$ cat src/rtl/sram_key_responder_if.sv
// Key request/acknowledge bundle between the SRAM-side requester and the OTP key responder.
interface sram_key_responder_if #(
  parameter int KeyWidth   = 128,
  parameter int NonceWidth = 64
);
  logic                  req_i;
  logic                  ack_o;
  logic [KeyWidth-1:0]   key_seed_i;
  logic                  seed_valid_i;
  logic                  escalate_i;
  logic [KeyWidth-1:0]   key_o;
  logic [NonceWidth-1:0] nonce_o;
  logic                  seed_valid_o;
  logic                  busy_o;

  modport master (
    output req_i, key_seed_i, seed_valid_i, escalate_i,
    input  ack_o, key_o, nonce_o, seed_valid_o, busy_o
  );

  modport slave (
    input  req_i, key_seed_i, seed_valid_i, escalate_i,
    output ack_o, key_o, nonce_o, seed_valid_o, busy_o
  );
endinterface

$ cat src/rtl/sram_key_responder.sv
// OTP-side responder: derives a scrambling key/nonce per request from the OTP seed and a
// free-running LFSR nonce; escalation latches the default constants permanently.
module sram_key_responder #(
  parameter int                 KeyWidth        = 128,
  parameter int                 NonceWidth      = 64,
  parameter int                 Rounds          = 4,
  parameter logic [63:0]        RndCnstLfsrSeed = 64'hA5A5_0F0F_C3C3_1234,
  parameter logic [127:0]       RndCnstKey      = 128'h0123_4567_89AB_CDEF_FEDC_BA98_7654_3210,
  parameter logic [63:0]        RndCnstNonce    = 64'hDEAD_BEEF_CAFE_F00D
) (
  input logic                 clk_i,
  input logic                 rst_i,
  sram_key_responder_if.slave bus
);

  localparam logic [2:0] IDLE     = 3'd0;
  localparam logic [2:0] DERIVE   = 3'd1;
  localparam logic [2:0] ACK      = 3'd2;
  localparam logic [2:0] WAIT_LOW = 3'd3;
  localparam logic [2:0] ESC      = 3'd4;

  localparam logic [3:0] LastRound = 4'(Rounds - 1);

  logic [2:0]            state, state_n;
  logic [NonceWidth-1:0] lfsr, lfsr_next;
  logic [NonceWidth-1:0] nonce_q;
  logic [KeyWidth-1:0]   st, st_next, st_init;
  logic                  sv_q;
  logic [3:0]            rcnt;
  logic                  esc_q, esc_now;
  logic                  acked;
  logic                  ack;
  logic [KeyWidth-1:0]   key;
  logic [NonceWidth-1:0] nonce;
  logic                  seed_valid;
  logic                  load, step, finish, esc_ack, enter_esc;

  assign lfsr_next = {lfsr[NonceWidth-2:0],
                      lfsr[63] ^ lfsr[62] ^ lfsr[60] ^ lfsr[59]};

  assign st_init = (bus.seed_valid_i ? bus.key_seed_i : RndCnstKey) ^ {lfsr, lfsr};
  assign st_next = {st[KeyWidth-14:0], st[KeyWidth-1:KeyWidth-13]}
                   ^ {nonce_q, ~nonce_q} ^ {{(KeyWidth-4){1'b0}}, rcnt};

  // Escalation takes effect in the very cycle it is first seen, not only once latched.
  assign esc_now = esc_q | bus.escalate_i;

  always_comb begin
    state_n = state;
    load    = 1'b0;
    step    = 1'b0;
    finish  = 1'b0;
    unique case (state)
      IDLE: begin
        if (esc_now) begin
          state_n = ESC;
        end else if (bus.req_i) begin
          state_n = DERIVE;
          load    = 1'b1;
        end
      end
      DERIVE: begin
        if (esc_now) begin
          state_n = ESC;
        end else begin
          step = 1'b1;
          if (rcnt == LastRound) begin
            state_n = ACK;
            finish  = 1'b1;
          end
        end
      end
      ACK:      state_n = esc_now ? ESC : WAIT_LOW;
      WAIT_LOW: begin
        if (esc_now) state_n = ESC;
        else if (!bus.req_i) state_n = IDLE;
      end
      ESC:      state_n = ESC;
      default:  state_n = IDLE;
    endcase
  end

  // acked marks a request level that has already been answered, so a held request
  // never collects a second ack, even across the switch into ESC.
  assign esc_ack   = (state == ESC) && bus.req_i && !acked && !ack;
  assign enter_esc = (state != ESC) && (state_n == ESC);

  always_ff @(posedge clk_i) begin
    if (rst_i) begin
      state      <= IDLE;
      lfsr       <= RndCnstLfsrSeed;
      esc_q      <= 1'b0;
      acked      <= 1'b0;
      rcnt       <= '0;
      ack        <= 1'b0;
      key        <= RndCnstKey;
      nonce      <= RndCnstNonce;
      seed_valid <= 1'b0;
    end else begin
      state <= state_n;
      lfsr  <= lfsr_next;
      esc_q <= esc_now;
      ack   <= finish | esc_ack;
      if (finish | esc_ack) acked <= bus.req_i;
      else if (!bus.req_i)  acked <= 1'b0;
      if (load)      rcnt <= '0;
      else if (step) rcnt <= rcnt + 4'd1;
      if (enter_esc) begin
        key        <= RndCnstKey;
        nonce      <= RndCnstNonce;
        seed_valid <= 1'b0;
      end else if (finish) begin
        key        <= st_next;
        nonce      <= nonce_q;
        seed_valid <= sv_q;
      end
    end
  end

  // Derivation datapath carries no reset; it is always reloaded on request acceptance.
  always_ff @(posedge clk_i) begin
    if (load) begin
      nonce_q <= lfsr;
      st      <= st_init;
      sv_q    <= bus.seed_valid_i;
    end else if (step) begin
      st <= st_next;
    end
  end

  assign bus.ack_o        = ack;
  assign bus.key_o        = key;
  assign bus.nonce_o      = nonce;
  assign bus.seed_valid_o = seed_valid;
  assign bus.busy_o       = (state != IDLE) && (state != ESC);

endmodule

$ cat src/flat_wrapper.sv
// flat-port wrapper written by rule: the top's interface ports become plain ports
module sram_key_responder_flat 
#(
  parameter int                 KeyWidth        = 128,
  parameter int                 NonceWidth      = 64,
  parameter int                 Rounds          = 4,
  parameter logic [63:0]        RndCnstLfsrSeed = 64'hA5A5_0F0F_C3C3_1234,
  parameter logic [127:0]       RndCnstKey      = 128'h0123_4567_89AB_CDEF_FEDC_BA98_7654_3210,
  parameter logic [63:0]        RndCnstNonce    = 64'hDEAD_BEEF_CAFE_F00D
)
  (clk_i, rst_i, bus_req_i, bus_key_seed_i, bus_seed_valid_i, bus_escalate_i, bus_ack_o, bus_key_o, bus_nonce_o, bus_seed_valid_o, bus_busy_o);
  sram_key_responder_if #(.KeyWidth(KeyWidth), .NonceWidth(NonceWidth)) bus_i ();
  input logic clk_i;
  input logic rst_i;
  input wire logic [$bits(bus_i.req_i)-1:0] bus_req_i;
  input wire logic [$bits(bus_i.key_seed_i)-1:0] bus_key_seed_i;
  input wire logic [$bits(bus_i.seed_valid_i)-1:0] bus_seed_valid_i;
  input wire logic [$bits(bus_i.escalate_i)-1:0] bus_escalate_i;
  output wire logic [$bits(bus_i.ack_o)-1:0] bus_ack_o;
  output wire logic [$bits(bus_i.key_o)-1:0] bus_key_o;
  output wire logic [$bits(bus_i.nonce_o)-1:0] bus_nonce_o;
  output wire logic [$bits(bus_i.seed_valid_o)-1:0] bus_seed_valid_o;
  output wire logic [$bits(bus_i.busy_o)-1:0] bus_busy_o;
  assign bus_i.req_i = bus_req_i;
  assign bus_i.key_seed_i = bus_key_seed_i;
  assign bus_i.seed_valid_i = bus_seed_valid_i;
  assign bus_i.escalate_i = bus_escalate_i;
  assign bus_ack_o = bus_i.ack_o;
  assign bus_key_o = bus_i.key_o;
  assign bus_nonce_o = bus_i.nonce_o;
  assign bus_seed_valid_o = bus_i.seed_valid_o;
  assign bus_busy_o = bus_i.busy_o;
  sram_key_responder #(.KeyWidth(KeyWidth), .NonceWidth(NonceWidth), .Rounds(Rounds), .RndCnstLfsrSeed(RndCnstLfsrSeed), .RndCnstKey(RndCnstKey), .RndCnstNonce(RndCnstNonce)) u_core (.clk_i(clk_i), .rst_i(rst_i), .bus(bus_i));
endmodule
$ cat config.mk
export PLATFORM = sky130hd
export DESIGN_NAME = sram_key_responder_flat
export DESIGN_NICKNAME = d
export VERILOG_FILES = /design/src/rtl/sram_key_responder_if.sv /design/src/rtl/sram_key_responder.sv /design/src/flat_wrapper.sv
export SDC_FILE = /design/constraint.sdc
export NUM_CORES = 1
export LEC_CHECK = 0
export BUFFER_PORTS_ARGS = -buffer_cell sky130_fd_sc_hd__clkbuf_2
export CORE_UTILIZATION = 40
export DETAILED_ROUTE_END_ITERATION = 8
export MAX_ROUTING_LAYER = met4
export PLACE_DENSITY = 0.69
export SYNTH_ARGS = -nofsm -noshare
export SYNTH_HDL_FRONTEND = slang
export SYNTH_SLANG_ARGS = --single-unit
$ cat constraint.sdc
create_clock -name clk_i -period 12.3 [get_ports clk_i]
set_clock_uncertainty 0.1 [all_clocks]
set_input_delay 0.615 -clock clk_i [delete_from_list [all_inputs] [get_ports clk_i]]
set_output_delay 0.615 -clock clk_i [all_outputs]
set_load 0.01 [all_outputs]
==> impl_metrics.toml <==
[outcome]
outcome = "completed"

[synth]
yosys_warnings = 0
synth_cell_area_sq_um = 19700
number_of_distinct_library_cells_after_synthesis = 45
synth_sequential_area_ratio_pct = 56.6
post_synth_xor_area_fraction_pct = 11.7
largest_family_of_logic_cells_by_synthesized_area = "compound AO/OA/AOI/OAI gates"
synth_enable_flop_cells = 193
yosys.area_share.simple_pct = 9.61
muxShareOfSynthArea_pct = 6.51
postSynth.topFlopCell = "sky130_fd_sc_hd__dfxtp_1"
netlist_instances = 1714
synth-seq-cells = 460
synth-async-reset-ratio_pct = 0
synth_area_in_compound_gates_pct = 12.2
synth_adder_area_share_pct = 0.0635
postSynthAreaPerCell_sq_um = 11.5
synthesis.nets = 1848

[critical_path]
worst_setup_path_start_kind = "register"
worst-r2r-setup-slack_ps = 8590
critical_path_arrival_ps = 3890
type_of_element_capturing_the_critical_path = "register"
worst-setup-path-type = "register to register"
timing.critical_path.fanout_max = 72
timing.critical_path.required_ps = 12470

[detailed_routing]
ant_nets = 0
viasPerCell = 5.47
first_iter_violations = 1302
post-route-drc-count = 0
drt_first_pass_iters = 5
totalWireLength_mm = 64.6
wl_per_cell_microns = 24.3
via_count = 14500

[clock_tree]
cts-htree-levels = 2
insertion_delay_ps = 590
clock_pin_slew_of_the_registers_on_the_worst_case_setup_and_hold_paths_ps = 60
post_cts_resize_count = 0
cts_tree = "yes"
clock_sinks = 460
holdBufCountCts = 0
clock-root-buffer = "sky130_fd_sc_hd__clkbuf_16"
tritoncts_buffers = 47
buffers_inserted_during_post_cts_setup_optimization = 0
clockBufferDepth = 3

[sta]
final-hold-violation-count = 0
finalSetupViolations = 0
transition_time_at_the_pin_with_the_least_slew_margin_ps = 1140
slew_headroom_pct = 23.6
fin_hold_ws_ps = 282
final_min_period_over_clock_period_pct = 30.2
period_minus_slack_ps = 3710
fmaxAchievable_ghz = 0.269
setup_repair_after_global_routing_missed_its_margin = "false"
slew_violations = 0
setup_tns_ps = 0

[global_routing]
grt_pass1_wl_mm = 93.7
antenna_found_initial = 0
grt_pass1_vias = 14300
gr-usage-all-layers_pct = 26.2
global_route.overflow_total = 0
grt_max_degree = 84

[place]
place.port_buffers = 327
gp_congestion = 0.920
dpl_cell_area_sq_um = 21700
instance_count_after_placement_with_tap_cells_included = 2572
dpl.hpwl_mm = 45.8

[floorplan]
rows = 80
initial_utilization_pct = 40.9
fp.dieH_microns = 224
core_region_area_sq_um = 48100
boundaryPins = 328
fp.dieArea_sq_um = 50100
die_width_microns = 224

[power]
switching_share_pct = 23.4
internal_power_w = 0.00261
cellLeakagePower_nw = 8.22
power.density_cell_area_nw_per_um2 = 147
seq_power_share_pct = 49.4
clkPwrFrac_pct = 43.5
share_comb_of_total_power_pct = 7.0
power.total_w = 0.00341
p_switching_w = 0.000796
power.ir.vdd_worst_mv = 0.0841

[final_layout]
top_library_cells_by_usage_in_the_layout_fill_and_taps_aside = "sky130_fd_sc_hd__clkbuf_2, sky130_fd_sc_hd__dfxtp_1, sky130_fd_sc_hd__edfxtp_1"
post_route_cells_drive_above_1_share_pct = 23.0
antenna_cells = 0
post_layout_nonfiller_instances = 2659
fillers = 4435
layout_commonest_cell = "sky130_fd_sc_hd__clkbuf_2"
finish.instance_area_sq_um = 23300
finish.net_count = 2099
area.growth.synth_to_final_pct = 18.2

[flow_run]
drv.max_cap_violation_count = 0

[min_path]
worst_hold_path_type = "input pin to register"
[final timing paths]
check | start | end | depth (start not counted)
setup / recovery | u_core.state[2] | u_core.st[102] | 5
hold / removal | bus_req_i | u_core.acked | 3
hold reg to reg | u_core.bus.key_o[43] | u_core.bus.key_o[43] | 1
setup reg to reg | u_core.state[2] | u_core.st[102] | 5
[worst max-delay path: stages (launching register included)]
cell and delay (ps):
sky130_fd_sc_hd__dfxtp_1 440, sky130_fd_sc_hd__or3_1 570, sky130_fd_sc_hd__nor3_2 180, sky130_fd_sc_hd__buf_4 850, sky130_fd_sc_hd__buf_4 950, sky130_fd_sc_hd__mux2i_1 220
[synth_stat cells, drive strengths merged (32+ instances only)]
master | instances | area share [%]
a31oi | 32 | 1.0
a21oi | 71 | 1.8
o21ai | 101 | 2.6
nand2 | 66 | 1.3
buf | 58 | 1.7
xor2 | 124 | 5.5
nor2b | 34 | 1.1
mux2i | 128 | 6.5
clkbuf | 85 | 1.6
o211ai | 32 | 1.2
dfxtp | 267 | 27
xnor2 | 139 | 6.2
a311oi | 33 | 1.5
nor3 | 106 | 2.8
nand2b | 65 | 2.1
a211o | 32 | 1.4
edfxtp | 193 | 29
[metal layers]
layer	track usage, %	up-vias	routed length (microns)
li1	-	6622	-
met1	34.4	7150	27600
met2	39.2	648	29300
met3	4.41	118	4770
met4	12.3	0	2950
met5	-	-	0
[logic make-up (layout without fill, tap and decap cells)]
logic type               count (synthesis)  count (layout)
AND/OR/NAND/NOR                        346             346
multiplexers                           128             128
AO/OA/AOI/OAI                          370             370
flip-flops                             460             460
adder cells (fa/ha/maj)                  1               1
XOR/XNOR                               263             263
buffers and inverters                  146             435
[per-stage QoR]
stage / utilization, % / setup WS (ps)
floorplan: - / 4480
CTS: 48.3 / 8600
detailed placement: 45.0 / 8260
global route: 48.3 / 8360
global placement: 45.0 / 8360
finish: 48.3 / 8590
[layout make-up]
class / instances / area (sq um) / area share [%]
Inverter: 3 / 11.3 / 0.0484
Sequential cell: 460 / 11100 / 47.9
Multi-Input combinational cell: 1108 / 7940 / 34.1
Clock buffer: 73 / 1390 / 5.96
Tap cell: 656 / 821 / 3.53
Timing Repair Buffer: 345 / 1770 / 7.62
Clock inverter: 14 / 195 / 0.839
[state kept, by name (all words and copies together), names as in the netlist, 3 cells and up]
signal / count
u_core.nonce_q: 64
u_core.rcnt: 4
u_core.bus.nonce_o: 64
u_core.bus.key_o: 128
u_core.lfsr: 64
u_core.st: 128
u_core.state: 3
[power groups by stage]
stage / Combinational [W] / Clock (W) / Sequential (W)
3_5_place_dp: 0.000238 / 0 / 0.00172
4_1_cts: 0.000240 / 0.00150 / 0.00168
5_1_grt: 0.000256 / 0.00156 / 0.00169
2_1_floorplan: 0.000158 / 0 / 0.00170
3_3_place_gp: 0.000234 / 0 / 0.00172
6_report: 0.000239 / 0.00148 / 0.00169
Note: power is estimated with default switching activity, not from simulation.
